<file path="config.mk">
export PLATFORM = sky130hd
export DESIGN_NAME = scale_detect_sequencer_flat
export DESIGN_NICKNAME = d
export VERILOG_FILES = /design/src/rtl/face_detect_pkg.sv /design/src/rtl/scale_detect_sequencer_if.sv /design/src/rtl/result_fifo.sv /design/src/rtl/scale_detect_sequencer.sv /design/src/flat_wrapper.sv
export SDC_FILE = /design/constraint.sdc
export NUM_CORES = 1
export LEC_CHECK = 0
export BUFFER_PORTS_ARGS = -buffer_cell sky130_fd_sc_hd__buf_2
export CORE_MARGIN = 4
export CORE_UTILIZATION = 31
export CTS_CLUSTER_DIAMETER = 150
export DETAILED_ROUTE_END_ITERATION = 10
export PLACE_DENSITY_LB_ADDON = 0.12
export SYNTH_ARGS = -nofsm -noshare
export SYNTH_HDL_FRONTEND = slang
export SYNTH_SLANG_ARGS = --single-unit
export TNS_END_PERCENT = 20
</file>
<file path="constraint.sdc">
create_clock -name clk -period 3.26 [get_ports clk]
set_input_delay 0.652 -clock clk [delete_from_list [all_inputs] [get_ports clk]]
set_output_delay 0.652 -clock clk [all_outputs]
set_load 0.05 [all_outputs]
</file>
<file path="src/rtl/face_detect_pkg.sv">
// Shared types and helpers for the multi-scale face detector.
// Sequencer state encoding and result-word packing live here.
package face_detect_pkg;

  typedef enum logic [1:0] {
    S_WAIT,
    S_LOG,
    S_READY
  } seq_state_t;

  function automatic int scale_width(input int n);
    return (n <= 2) ? 1 : $clog2(n);
  endfunction

  function automatic int result_width(input int n, input int cw);
    return scale_width(n) + 2 * cw;
  endfunction

  function automatic logic [63:0] pack_result(
    input logic [31:0] s,
    input logic [31:0] y,
    input logic [31:0] x,
    input int          cw
  );
    return (64'(s) << (2 * cw)) | (64'(y) << cw) | 64'(x);
  endfunction

  function automatic logic [31:0] unpack_x(
    input logic [63:0] w,
    input int          cw
  );
    return 32'(w & ((64'd1 << cw) - 64'd1));
  endfunction

  function automatic logic [31:0] unpack_y(
    input logic [63:0] w,
    input int          cw
  );
    return 32'((w >> cw) & ((64'd1 << cw) - 64'd1));
  endfunction

  function automatic logic [31:0] unpack_scale(
    input logic [63:0] w,
    input int          cw
  );
    return 32'(w >> (2 * cw));
  endfunction

endpackage

</file>
<file path="src/rtl/scale_detect_sequencer_if.sv">
// Host/channel bundle of the scale detect sequencer.
// master drives pixels, channel flags and result pops.
interface scale_detect_sequencer_if
  import face_detect_pkg::*;
#(
  parameter int NUM_CHANNELS = 5,
  parameter int PIXEL_WIDTH  = 16,
  parameter int COORD_WIDTH  = 12
);

  localparam int RESULT_WIDTH =
    result_width(NUM_CHANNELS, COORD_WIDTH);

  logic                    i_pixel_valid;
  logic [PIXEL_WIDTH-1:0]  i_pixel;
  logic                    o_pixel_ready;
  logic                    o_pixel_valid;
  logic [PIXEL_WIDTH-1:0]  o_pixel;
  logic [COORD_WIDTH-1:0]  o_ori_x;
  logic [COORD_WIDTH-1:0]  o_ori_y;
  logic                    o_db_reset;
  logic                    o_frame_end;
  logic [NUM_CHANNELS-1:0] i_chan_req;
  logic [NUM_CHANNELS-1:0] i_chan_cand;
  logic                    o_result_valid;
  logic [RESULT_WIDTH-1:0] o_result_data;
  logic                    i_result_ready;
  logic                    o_overflow;

  modport master (
    output i_pixel_valid, i_pixel,
    output i_chan_req, i_chan_cand,
    output i_result_ready,
    input  o_pixel_ready, o_pixel_valid, o_pixel,
    input  o_ori_x, o_ori_y, o_db_reset, o_frame_end,
    input  o_result_valid, o_result_data, o_overflow
  );

  modport slave (
    input  i_pixel_valid, i_pixel,
    input  i_chan_req, i_chan_cand,
    input  i_result_ready,
    output o_pixel_ready, o_pixel_valid, o_pixel,
    output o_ori_x, o_ori_y, o_db_reset, o_frame_end,
    output o_result_valid, o_result_data, o_overflow
  );

endinterface

</file>
<file path="src/rtl/result_fifo.sv">
// First-word fall-through result FIFO.
// A push into a full FIFO is taken when a pop happens in the same cycle.
module result_fifo #(
  parameter int DEPTH = 16,
  parameter int WIDTH = 26
) (
  input  logic             clk,
  input  logic             reset,
  input  logic             push,
  input  logic [WIDTH-1:0] wdata,
  input  logic             pop,
  output logic [WIDTH-1:0] rdata,
  output logic             full,
  output logic             empty
);

  localparam int AW = $clog2(DEPTH);
  localparam int CW = AW + 1;

  logic [WIDTH-1:0] mem [DEPTH];
  logic [AW-1:0]    wr_ptr;
  logic [AW-1:0]    rd_ptr;
  logic [CW-1:0]    count;
  logic             do_push;
  logic             do_pop;

  assign empty   = (count == '0);
  assign full    = (count == CW'(DEPTH));
  assign do_pop  = pop && !empty;
  assign do_push = push && (!full || do_pop);
  assign rdata   = empty ? '0 : mem[rd_ptr];

  // pointer and occupancy bookkeeping
  always_ff @(posedge clk) begin
    if (reset) begin
      wr_ptr <= '0;
      rd_ptr <= '0;
      count  <= '0;
    end else begin
      if (do_push) wr_ptr <= wr_ptr + AW'(1);
      if (do_pop)  rd_ptr <= rd_ptr + AW'(1);
      count <= count + CW'(do_push) - CW'(do_pop);
    end
  end

  // storage array, no reset needed
  always_ff @(posedge clk) begin
    if (do_push) mem[wr_ptr] <= wdata;
  end

endmodule

</file>
<file path="src/rtl/scale_detect_sequencer.sv">
// Frame-level pixel broadcast and candidate logging sequencer.
// Pixels go out only when every scale channel has asked for one.
module scale_detect_sequencer
  import face_detect_pkg::*;
#(
  parameter int NUM_CHANNELS = 5,
  parameter int FRAME_WIDTH  = 800,
  parameter int FRAME_HEIGHT = 600,
  parameter int PIXEL_WIDTH  = 16,
  parameter int COORD_WIDTH  = 12,
  parameter int FIFO_DEPTH   = 16,
  parameter int DROP_ON_FULL = 0
) (
  input logic clk,
  input logic reset,
  scale_detect_sequencer_if.slave bus
);

  localparam int SW = scale_width(NUM_CHANNELS);
  localparam int RW = result_width(NUM_CHANNELS, COORD_WIDTH);
  localparam logic [COORD_WIDTH-1:0] X_LAST =
    COORD_WIDTH'(FRAME_WIDTH - 1);
  localparam logic [COORD_WIDTH-1:0] Y_LAST =
    COORD_WIDTH'(FRAME_HEIGHT - 1);
  localparam logic [COORD_WIDTH-1:0] C_ONE = COORD_WIDTH'(1);
  localparam logic [NUM_CHANNELS-1:0] M_ONE = NUM_CHANNELS'(1);

  seq_state_t state;
  seq_state_t state_nx;

  logic [NUM_CHANNELS-1:0] mask;
  logic [NUM_CHANNELS-1:0] mask_nx;
  logic [NUM_CHANNELS-1:0] low_bit;
  logic [SW-1:0]           idx;

  logic                   ready_q;
  logic                   pix_valid_q;
  logic                   frame_end_q;
  logic                   overflow_q;
  logic [PIXEL_WIDTH-1:0] pixel_q;
  logic [COORD_WIDTH-1:0] ori_x;
  logic [COORD_WIDTH-1:0] ori_y;
  logic [COORD_WIDTH-1:0] next_x;
  logic [COORD_WIDTH-1:0] next_y;

  logic          accept;
  logic          at_last;
  logic          pop;
  logic          push;
  logic          drop;
  logic          full;
  logic          empty;
  logic [RW-1:0] word;
  logic [RW-1:0] head;

  assign accept  = (state == S_READY) && ready_q
                   && bus.i_pixel_valid;
  assign at_last = (next_x == X_LAST) && (next_y == Y_LAST);
  assign pop     = bus.i_result_ready && !empty;
  assign low_bit = mask & (~mask + M_ONE);
  assign word    = RW'(pack_result(32'(idx), 32'(ori_y),
                                   32'(ori_x), COORD_WIDTH));

  // lowest pending candidate channel
  always_comb begin
    idx = '0;
    for (int i = NUM_CHANNELS - 1; i >= 0; i--) begin
      if (mask[i]) idx = SW'(i);
    end
  end

  // next state, candidate mask and FIFO push/drop
  always_comb begin
    state_nx = state;
    mask_nx  = mask;
    push     = 1'b0;
    drop     = 1'b0;
    unique case (state)
      S_WAIT: begin
        if (!pix_valid_q && (&bus.i_chan_req)) begin
          mask_nx  = bus.i_chan_cand;
          state_nx = (bus.i_chan_cand != '0) ? S_LOG : S_READY;
        end
      end
      S_LOG: begin
        if (!full || pop) begin
          push = 1'b1;
        end else if (DROP_ON_FULL != 0) begin
          drop = 1'b1;
        end
        if (push || drop) mask_nx = mask & ~low_bit;
        if (mask_nx == '0) state_nx = S_READY;
      end
      S_READY: begin
        if (accept) state_nx = S_WAIT;
      end
      default: state_nx = S_WAIT;
    endcase
  end

  // FSM state, mask and handshake flags
  always_ff @(posedge clk) begin
    if (reset) begin
      state       <= S_WAIT;
      mask        <= '0;
      ready_q     <= 1'b0;
      pix_valid_q <= 1'b0;
      frame_end_q <= 1'b0;
      overflow_q  <= 1'b0;
    end else begin
      state       <= state_nx;
      mask        <= mask_nx;
      ready_q     <= (state == S_READY) && !accept;
      pix_valid_q <= accept;
      frame_end_q <= accept && at_last;
      if (drop) overflow_q <= 1'b1;
    end
  end

  // broadcast pixel and raster coordinate counter
  always_ff @(posedge clk) begin
    if (reset) begin
      pixel_q <= '0;
      ori_x   <= '0;
      ori_y   <= '0;
      next_x  <= '0;
      next_y  <= '0;
    end else if (accept) begin
      pixel_q <= bus.i_pixel;
      ori_x   <= next_x;
      ori_y   <= next_y;
      if (next_x == X_LAST) begin
        next_x <= '0;
        next_y <= (next_y == Y_LAST) ? '0 : next_y + C_ONE;
      end else begin
        next_x <= next_x + C_ONE;
      end
    end
  end

  result_fifo #(
    .DEPTH (FIFO_DEPTH),
    .WIDTH (RW)
  ) fifo (
    .clk   (clk),
    .reset (reset),
    .push  (push),
    .wdata (word),
    .pop   (pop),
    .rdata (head),
    .full  (full),
    .empty (empty)
  );

  assign bus.o_pixel_ready  = ready_q;
  assign bus.o_pixel_valid  = pix_valid_q;
  assign bus.o_db_reset     = pix_valid_q;
  assign bus.o_pixel        = pixel_q;
  assign bus.o_ori_x        = ori_x;
  assign bus.o_ori_y        = ori_y;
  assign bus.o_frame_end    = frame_end_q;
  assign bus.o_result_valid = !empty;
  assign bus.o_result_data  = head;
  assign bus.o_overflow     = overflow_q;

endmodule
</file>
<file path="src/flat_wrapper.sv">
// flat-port wrapper written by rule: the top's interface ports become plain ports
module scale_detect_sequencer_flat import face_detect_pkg::*;
#(
  parameter int NUM_CHANNELS = 5,
  parameter int FRAME_WIDTH  = 800,
  parameter int FRAME_HEIGHT = 600,
  parameter int PIXEL_WIDTH  = 16,
  parameter int COORD_WIDTH  = 12,
  parameter int FIFO_DEPTH   = 16,
  parameter int DROP_ON_FULL = 0
)
  (clk, reset, bus_i_pixel_valid, bus_i_pixel, bus_i_chan_req, bus_i_chan_cand, bus_i_result_ready, bus_o_pixel_ready, bus_o_pixel_valid, bus_o_pixel, bus_o_ori_x, bus_o_ori_y, bus_o_db_reset, bus_o_frame_end, bus_o_result_valid, bus_o_result_data, bus_o_overflow);
  scale_detect_sequencer_if #(.NUM_CHANNELS(NUM_CHANNELS), .PIXEL_WIDTH(PIXEL_WIDTH), .COORD_WIDTH(COORD_WIDTH)) bus_i ();
  input logic clk;
  input logic reset;
  input wire logic [$bits(bus_i.i_pixel_valid)-1:0] bus_i_pixel_valid;
  input wire logic [$bits(bus_i.i_pixel)-1:0] bus_i_pixel;
  input wire logic [$bits(bus_i.i_chan_req)-1:0] bus_i_chan_req;
  input wire logic [$bits(bus_i.i_chan_cand)-1:0] bus_i_chan_cand;
  input wire logic [$bits(bus_i.i_result_ready)-1:0] bus_i_result_ready;
  output wire logic [$bits(bus_i.o_pixel_ready)-1:0] bus_o_pixel_ready;
  output wire logic [$bits(bus_i.o_pixel_valid)-1:0] bus_o_pixel_valid;
  output wire logic [$bits(bus_i.o_pixel)-1:0] bus_o_pixel;
  output wire logic [$bits(bus_i.o_ori_x)-1:0] bus_o_ori_x;
  output wire logic [$bits(bus_i.o_ori_y)-1:0] bus_o_ori_y;
  output wire logic [$bits(bus_i.o_db_reset)-1:0] bus_o_db_reset;
  output wire logic [$bits(bus_i.o_frame_end)-1:0] bus_o_frame_end;
  output wire logic [$bits(bus_i.o_result_valid)-1:0] bus_o_result_valid;
  output wire logic [$bits(bus_i.o_result_data)-1:0] bus_o_result_data;
  output wire logic [$bits(bus_i.o_overflow)-1:0] bus_o_overflow;
  assign bus_i.i_pixel_valid = bus_i_pixel_valid;
  assign bus_i.i_pixel = bus_i_pixel;
  assign bus_i.i_chan_req = bus_i_chan_req;
  assign bus_i.i_chan_cand = bus_i_chan_cand;
  assign bus_i.i_result_ready = bus_i_result_ready;
  assign bus_o_pixel_ready = bus_i.o_pixel_ready;
  assign bus_o_pixel_valid = bus_i.o_pixel_valid;
  assign bus_o_pixel = bus_i.o_pixel;
  assign bus_o_ori_x = bus_i.o_ori_x;
  assign bus_o_ori_y = bus_i.o_ori_y;
  assign bus_o_db_reset = bus_i.o_db_reset;
  assign bus_o_frame_end = bus_i.o_frame_end;
  assign bus_o_result_valid = bus_i.o_result_valid;
  assign bus_o_result_data = bus_i.o_result_data;
  assign bus_o_overflow = bus_i.o_overflow;
  scale_detect_sequencer #(.NUM_CHANNELS(NUM_CHANNELS), .FRAME_WIDTH(FRAME_WIDTH), .FRAME_HEIGHT(FRAME_HEIGHT), .PIXEL_WIDTH(PIXEL_WIDTH), .COORD_WIDTH(COORD_WIDTH), .FIFO_DEPTH(FIFO_DEPTH), .DROP_ON_FULL(DROP_ON_FULL)) u_core (.clk(clk), .reset(reset), .bus(bus_i));
endmodule
</file>
# Word level (Yosys, flattened, before mapping)
# Memory sizes are Yosys's and may differ from the RTL's. A register that Yosys moved wholly into a read port is not among the register bits.
# Index checks and enable logic that the tools add are counted.
# totals
register_bits	87
mem_bits_rw	432
input_bits	30
output_inout_bits	73
wordCells	83
mem_count	1
# memory_table
memory	depth	width	rd	rd_ports_with_merged_regs	wr	line	source
u_core.fifo.mem	16	27	1	1	1	result_fifo.sv:20	logic [WIDTH-1:0] mem [DEPTH];
# classes
n_addsub	7
eq_ne	8
mux	24
bitwise	6
n_reduce_logical	24
# op_table
cell	n
$mux W27	1
$or A27 B12 Y27	1
$or A27 B24 Y27	1
$add A12 B1 Y12 const B	2
$eq A12 B10 Y1 const B	2
$mux W12	2
$mux W3	5
$mux W5	3
$and A5 B5 Y5	2
$logic_not A5 Y1	2
$not A5 Y5	2
$pmux W5 S2	1
$logic_and A1 B1 Y1	9
$add A4 B1 Y4 const B	2
$mux W2	4
$mux W4	2
$ne A2 B1 Y1 const B	3
$pmux W2 S3	1
$add A5 B1 Y5	1
$add A5 B1 Y5 const B	1
$eq A5 B5 Y1 const B	1
$mux W1	5
$reduce_and A5 Y1	1
$reduce_bool A5 Y1	1
9 further kinds	14

# Logic depth before layout (Yosys ltp)
# Gate-level depths: netlist (run 1).
# logic_depth
word_depth	11
mapped_depth	15
ltp_nobuf	15

# Modules after synthesis
# Synthesis (run 1) repeated with hierarchy kept, for this count alone.
# unflattened
cells_unflattened	1157
area_unflattened_um2	20303.2
# by_module_without_submodules
module	instances	cells_each	area_each_um2
result_fifo	1	771	17199.0
scale_detect_sequencer	1	386	3104.2

# Worst setup path before layout (run 1)
# Ideal clock, no wire load.
# synth_path
path_kind	reg2reg
start	register u_core.fifo.count[3]
end	register u_core.fifo.count[4]
setup_ns	0.070
arrival_ns	3.068
required_ns	3.190
slack_ns	0.121
path_stages_with_launch	16
path_buffers	1
synth_period_minus_slack_ns	3.139
cell_sequence	dfxtp_1 -> inv_1 -> ha_1 -> or4b_1 -> and2_1 -> clkbuf_1 -> ha_1 -> inv_1 -> ha_1 -> inv_1 -> fa_1 -> inv_1 -> a21oi_1 -> nor2_1 -> or3_1 -> a21oi_1
# synth_lines
element	line	source
start, declared	result_fifo.sv:23	logic [CW-1:0] count;
start signal, assigned	result_fifo.sv:42	count <= count + CW'(do_push) - CW'(do_pop);
$logic_not A5 Y1 (*)	result_fifo.sv:27	assign empty = (count == '0);
$logic_not A1 Y1 (*)	-	
via bus_o_result_valid	flat_wrapper.sv:28	output wire logic [$bits(bus_i.o_result_valid)-1:0] bus_o_result_valid;
$logic_and A1 B1 Y1	scale_detect_sequencer.sv:59	assign pop = bus.i_result_ready && !empty;
$logic_and A1 B1 Y1 (*)	result_fifo.sv:29	assign do_pop = pop && !empty;
via u_core.fifo.do_pop	result_fifo.sv:25	logic do_pop;
$logic_or A1 B1 Y1	result_fifo.sv:30	assign do_push = push && (!full || do_pop);
$logic_and A1 B1 Y1	result_fifo.sv:30	
$add A5 B1 Y5	result_fifo.sv:42	
$sub A5 B1 Y5 (*)	result_fifo.sv:42	
# The timed path passes the listed nets; every way through them passes the cells marked *. The select of a mux whose other input is x is not followed.
# A chain may end at the register's enable or synchronous reset.

==> flow_summary_export.csv, run 1 <==
group,metric,value,unit
worst_setup_path,critical_path_arrival,2.53,ns
power_and_ir_drop,fin_total_pwr,17800,µW
synthesis,synthFlopType,"edfxtp_1",
min_path,min_to,"u_core.bus.o_pixel[15]",
worst_setup_path,r2r.worst_path.cells,14,
power_and_ir_drop,p_int,12500,µW
floorplan,dieArea,70500,µm²
drt,viasPerCell,4.91,
power_and_ir_drop,p_switching,5260,µW
placed_design,hpwl,31600,µm
min_path,min_from,"bus_i_pixel[15]",
synthesis,yosysSeqAreaShare,0.719,
worst_setup_path,r2r_slack,0.29,ns
worst_setup_path,path_buf_inv,3,
synthesis,ys.warnings.count,0,
synthesis,synth_area_per_cell,17.3,µm²
placed_design,placed_cell_area,22500,µm²
floorplan,num_rows,94,
sta,grt_setup_unrepaired,"yes",
sta,worst_pin_slew,0.734,ns
grt,grt_max_degree,49,
cells_and_area,fillers,6062,
clock_network,hold_buffers,0,
grt,grt_usage,0.150,
placed_design,gp_congestion,0.755,
power_and_ir_drop,combPwrFrac,0.226,
worst_setup_path,r2r_start,"u_core.fifo.count[3]",
clock_network,cts_num_sinks,523,
synthesis,syn_nets,1236,
power_and_ir_drop,p_per_area,718,nW/µm²
worst_setup_path,max_stage_delay,0.51,ns
synthesis,ys_ff_latch,523,
cells_and_area,area_growth,20.3,%
grt,overflow,0,
drt,drtIter0Drc,641,
clock_network,cts_root_buffer,"clkbuf_16",
power_and_ir_drop,seqPwrFrac,0.409,
cells_and_area,final_area,24700,µm²
drt,vias,11100,
sta,post-route-period-util,0.977,
synthesis,synth-edff-count,432,
worst_setup_path,critPathTopFamily,"multiplexers",
cells_and_area,drive_above_1_share,0.297,
clock_network,cts_buffers,57,
power_and_ir_drop,leakage,0.00774,µW
synthesis,synthArstFlopShare,0,
power_and_ir_drop,p_sw_frac,0.296,
power_and_ir_drop,p_clk_frac,0.365,
floorplan,dieWidth,266,µm
sta,skew,0.0337,ns
sta,hold_violations,0,
worst_setup_path,critPathMaxFanout,11,
worst_setup_path,critPathCaptureType,"output pin",
cells_and_area,layout_commonest_cell,"edfxtp_1",
sta,drv_slew,0,
sta,layout_min_cycle_time,3.19,ns
worst_setup_path,required,2.61,ns
synthesis,ys_types,59,
floorplan,initial_core_util,0.313,
worst_setup_path,regToRegEndpoint,"u_core.fifo.count[4]",
clock_network,clockBufferDepth,3,
clock_network,clock_latency,0.62,ns
drt,route.detailed.drc,0,
grt,antenna_found_initial,0,
worst_setup_path,critPathSlowestCell,"mux4_2",
sta,fmax,0.314,GHz
floorplan,core_area,65700,µm²
synthesis,synthesis.area,20600,µm²
drt,wl,53600,µm
cells_and_area,nets,1388,
worst_setup_path,cp_cell_sequence,"buf_12, bufbuf_16, mux4_2, mux2i_1, o22ai_1, buf_4",
cells_and_area,num_antenna_cells,0,
floorplan,dieHeight,266,µm
drt,wl_per_cell,23.8,µm
worst_setup_path,crit_type,"register to output pin",
min_path,min_path_type,"input pin to register",
worst_setup_path,critPathLaunchType,"register",
drt,antenna_left,0,
grt,grt_pass1_vias,11600,
grt,grt_pass1_wl,78900,µm
min_path,whs_path_depth,3,
power_and_ir_drop,max-vdd-ir-drop,435,µV
sta,setup_viol,0,
clock_network,clk_pin_slew,0.06,ns
cells_and_area,final_cell_mix,"432 x edfxtp_1, 108 x mux4_2, 107 x nand2_1, 96 x buf_2, 88 x dfxtp_1",
clock_network,htree_levels,2,
drt,dr.pass1.iters,4,
floorplan,ios,103,
synthesis,netlist_instances,1192,
flow_run,cap_violations,0,
run_status,status,"completed",
sta,relSlewSlack,0.510,
clock_network,cts_tree,"done",
placed_design,numPortBuffers,101,
metal layers:
metal  vias up  track usage  share of wire
met3        67       0.0276          0.042
met1      5801        0.212           0.47
met5         -            0              0
met4         0       0.0348          0.018
li1       4970            -              -
met2       238        0.242           0.47
cells in the mapped netlist, drive strengths merged, types with 14 or more instances:
master | instances | area [µm²]
a21oi | 62 | 310
buf | 54 | 339
clkbuf | 37 | 139
dfxtp | 91 | 1820
edfxtp | 432 | 13000
inv | 16 | 60.1
mux2i | 55 | 551
mux4 | 108 | 2430
nand2 | 109 | 417
nand3 | 14 | 82.6
nor2 | 44 | 165
o21ai | 14 | 70.1
o22ai | 32 | 200
tightest hold or removal path, delay by kind of cell:
kind	cells	cell delay [ns]
buffers and inverters	1	0.09
AOI/OAI and AO/OA	1	0.05
and+or+nand+nor	1	0.04
cell type report:
| type | instances | area, µm² | area share |
|---|---|---|---|
| flip-flops and latches | 523 | 14800 | 0.598 |
| multi-input cells | 562 | 5310 | 0.215 |
| clock buffers | 80 | 1620 | 0.0654 |
| repair buffers | 184 | 1560 | 0.0632 |
| well taps | 864 | 1080 | 0.0437 |
| clock inverters | 28 | 300 | 0.0121 |
| inverters | 16 | 60.1 | 0.00243 |
cells by family after synthesis:
kind of cell | synth area share
fa+ha+maj | 0.00888
simple gates | 0.0549
compound gates | 0.0372
mux | 0.145
flops | 0.719
xor+xnor | 0.00809
other cells | 0.000182
buf+inv | 0.0262
power by group through the flow:
stage,Clock (µW),Combinational [µW],Sequential (µW)
2_1_floorplan,0,2710,7370
3_3_place_gp,0,3750,7440
3_5_place_dp,0,3750,7450
4_1_cts,6690,4050,7270
5_1_grt,6990,4280,7280
6_report,6490,4020,7270
sequential cells by signal (all words and copies together), names as in the netlist, 2 cells and up, named ones only:
name	cells
u_core.next_x	12
u_core.next_y	12
u_core.fifo.rd_ptr	4
u_core.fifo.wr_ptr	4
u_core.mask	5
u_core.fifo.mem	432
u_core.bus.o_ori_x	12
u_core.state	2
u_core.fifo.count	5
u_core.bus.o_ori_y	12
u_core.bus.o_pixel	16
metrics by stage:
step,setup TNS [ns],instances,utilization,hold WS (ns),setup slack (ns)
after CTS,-0.00144,2255,0.375,0.231,-0.00144
after floorplan,0,1192,-,0.450,0.121
after detailed placement,0,2140,0.343,0.445,0.273
after global routing,-0.124,2257,0.376,0.247,-0.0394
after global placement,0,2140,0.343,0.441,0.299
final,0,2257,0.376,0.272,0.0737
worst max-delay path by stage:
| stage | endpoint | cells after the start |
|---|---|---|
| floorplan | u_core.fifo.count[4] | 15 |
| global placement | u_core.fifo.count[4] | 14 |
| CTS | bus_o_result_data[11] | 7 |
| finish | bus_o_result_data[16] | 6 |
| detailed placement | u_core.fifo.count[4] | 14 |
| global route | bus_o_result_data[7] | 6 |
timing repair:
| action | CTS | global route |
|---|---|---|
| gates cloned | 2 | 2 |
| endpoints found under the setup margin | 27 | 20 |
| gates resized for setup | 6 | 19 |
| setup buffers | 5 | 0 |
(Power assumes the default switching activity.)
==> run 2: changes to the inputs <==
ABC_AREA = 1   (was unset)
GPL_TIMING_DRIVEN = 0   (was unset)
SETUP_SLACK_MARGIN = 0.05   (was unset)
==> flow_summary_export.csv, run 2 <==
group,metric,value,unit
worst_setup_path,critPathLaunchType,"register",
flow_run,cap_violations,0,
cells_and_area,drive_above_1_share,0.218,
drt,wl,72000,µm
placed_design,place_inst,2724,
floorplan,dieArea,71600,µm²
floorplan,core_area,66300,µm²
clock_network,clockBufferDepth,3,
drt,dr.pass1.iters,5,
cells_and_area,finalNonFillerCells,2835,
cells_and_area,final_cell_mix,"432 x edfxtp_1, 305 x nor2_1, 266 x o21ai_0, 88 x dfxtp_1, 81 x nand2_1",
power_and_ir_drop,p_per_area,763,nW/µm²
cells_and_area,final_area,25900,µm²
synthesis,synth_top_area_frac,0.621,
synthesis,ys_ff_latch,523,
drt,drtIter0Drc,1218,
clock_network,hold_buffers,0,
power_and_ir_drop,fin_total_pwr,19800,µW
clock_network,clk_pin_slew,0.06,ns
synthesis,synth-edff-count,432,
placed_design,numPortBuffers,100,
sta,setup_viol,0,
placed_design,placed_cell_area,23000,µm²
placed_design,gp_congestion,0.845,
synthesis,netlist_instances,1742,
worst_setup_path,crit_type,"register to output pin",
power_and_ir_drop,leakage,0.00919,µW
synthesis,yosysSeqAreaShare,0.708,
drt,vias,14700,
floorplan,dieWidth,268,µm
cells_and_area,layout_commonest_cell,"edfxtp_1",
sta,drv_slew,0,
grt,grt_pass1_wl,102000,µm
sta,worst_pin_slew,0.987,ns
worst_setup_path,critical_path_arrival,2.53,ns
grt,grt_usage,0.196,
sta,holdWs,0.259,ns
cells_and_area,area_growth,24.1,%
synthesis,ys.warnings.count,0,
cells_and_area,nets,1974,
drt,viasPerCell,5.20,
clock_network,cts_root_buffer,"clkbuf_16",
synthesis,synth.most_common_cell,"edfxtp_1",
grt,antenna_found_initial,1,
sta,grt_setup_unrepaired,"yes",
sta,post-route-period-util,0.976,
grt,overflow,0,
clock_network,cts_tree,"done",
clock_network,clock_latency,0.63,ns
cells_and_area,max_flop_register,"u_core.fifo.mem",
floorplan,num_rows,94,
min_path,min_path_type,"input pin to register",
cells_and_area,fillers,6427,
cells_and_area,largest_reg_flops,432,
synthesis,synthesis.area,20900,µm²
worst_setup_path,critPathCaptureType,"output pin",
floorplan,dieHeight,268,µm
drt,route.detailed.drc,0,
sta,layout_min_cycle_time,3.18,ns
floorplan,initial_core_util,0.315,
run_status,status,"completed",
synthesis,synthArstFlopShare,0,
clock_network,htree_levels,2,
sta,relSlewSlack,0.341,
sta,fmax,0.314,GHz
grt,grt_max_degree,25,
placed_design,hpwl,46400,µm
synthesis,synthFlopType,"edfxtp_1",
clock_network,cts_buffers,57,
synthesis,syn_nets,1786,
sta,skew,0.0221,ns
worst_setup_path,critPathMaxFanout,10,
clock_network,cts_num_sinks,523,
power_and_ir_drop,max-vdd-ir-drop,379,µV
drt,wl_per_cell,25.4,µm
drt,antenna_left,0,
sta,hold_violations,0,
synthesis,yosysTopAreaCell,"edfxtp_1",
synthesis,ys_top_cells_by_area,"edfxtp_1 62%, dfxtp_1 8.7%, o21ai_0 6.7%, nor2_1 5.8%, o221ai_1 3.8%",
synthesis,synth_area_per_cell,12.0,µm²
worst_setup_path,required,2.61,ns
cells_and_area,num_antenna_cells,0,
synthesis,ys_top_cells_by_count,"432 x edfxtp_1, 324 x nor2_1, 278 x o21ai_0",
synthesis,ys_types,39,
floorplan,ios,103,
grt,grt_pass1_vias,14400,
[run 2: changes by cell type after synthesis, sizes merged, moves of 13 or more]
| cell | change |
|---|---|
| inv | +41 |
| o22ai | -13 |
| mux4 | -108 |
| nand2 | -26 |
| o221ai | +90 |
| a21oi | +18 |
| nand3 | +57 |
| clkbuf | +33 |
| o21ai | +272 |
| mux2i | -55 |
| nor2 | +281 |
[run 2: where the power goes]
part | total (µW) | leakage (µW) | switching [µW] | internal (µW)
clock | 6060 | 0.000824 | 2660 | 3400
sequential | 7650 | 0.00503 | 155 | 7500
combinational | 6080 | 0.00334 | 4070 | 2010
[run 2: final timing paths]
check                                            from                    end  cells after the start  slack [ns]
worst min register to register  u_core.fifo.rd_ptr[3]               register                      2        0.47
worst min-delay path                   bus_i_pixel[2]  u_core.bus.o_pixel[2]                      3        0.26
worst max-delay path                         register  bus_o_result_data[10]                     10        0.08
worst max register to register   u_core.fifo.count[2]   u_core.fifo.count[4]                     16        0.52
[run 2: through the flow]
stage          setup TNS [ns]   util  setup slack, ns
2_1_floorplan               0      -            0.221
3_3_place_gp          -567.39  0.339            -1.64
3_5_place_dp            -1.88  0.347           -0.252
4_1_cts                     0  0.385           0.0298
5_1_grt                     0  0.391          0.00473
6_report                    0  0.391           0.0771
[run 2: critical path, stage by stage (launching register included)]
cell	delay, ns
dfxtp_4	0.39
buf_8	0.15
buf_12	0.15
buf_12	0.15
o21ai_0	0.09
o22ai_1	0.25
nor2_1	0.07
nor2_1	0.09
o21ai_1	0.13
a21oi_2	0.25
buf_6	0.19
[run 2: cells by family (layout without fill, tap and decap cells)]
kind of cell | after synthesis | count (layout) | synth area share
AO/OA/AOI/OAI | 484 | 484 | 0.134
XOR/XNOR | 8 | 8 | 0.00335
adder cells (fa/ha/maj) | 14 | 14 | 0.00874
buffers and inverters | 195 | 424 | 0.0430
flip-flops | 523 | 523 | 0.708
other | 1 | 1 | 0.000179
AND/OR/NAND/NOR | 517 | 517 | 0.103
[run 2: layer usage]
metal  up-vias  share of wire  routed length (µm)  global-route usage
li1       6782              -                   -                   -
met5         -              0                   0                   0
met2       474           0.48               34800               0.331
met3       106          0.052                3770              0.0282
met1      7384           0.44               31400               0.264
met4         0          0.029                2100              0.0582
[run 2: repair_timing]
item                                   CTS  global route
setup endpoints to repair               27            27
gates cloned                             2             3
endpoints found under the hold margin    0             0
pin swaps                               20            34
buffers inserted                         1             6
gates resized for setup                269            94
[run 2: cell type report]
type,count,area (µm²),share of cell area
timing repair inverter,1,3.75,0.000145
timing repair buffer,129,1200,0.0464
tap,864,1080,0.0417
multi-input combinational,1024,5700,0.220
sequential,523,14800,0.571
clock buffer,78,1520,0.0584
inverter,61,245,0.00945
buffer,133,1200,0.0464
clock inverter,22,188,0.00723
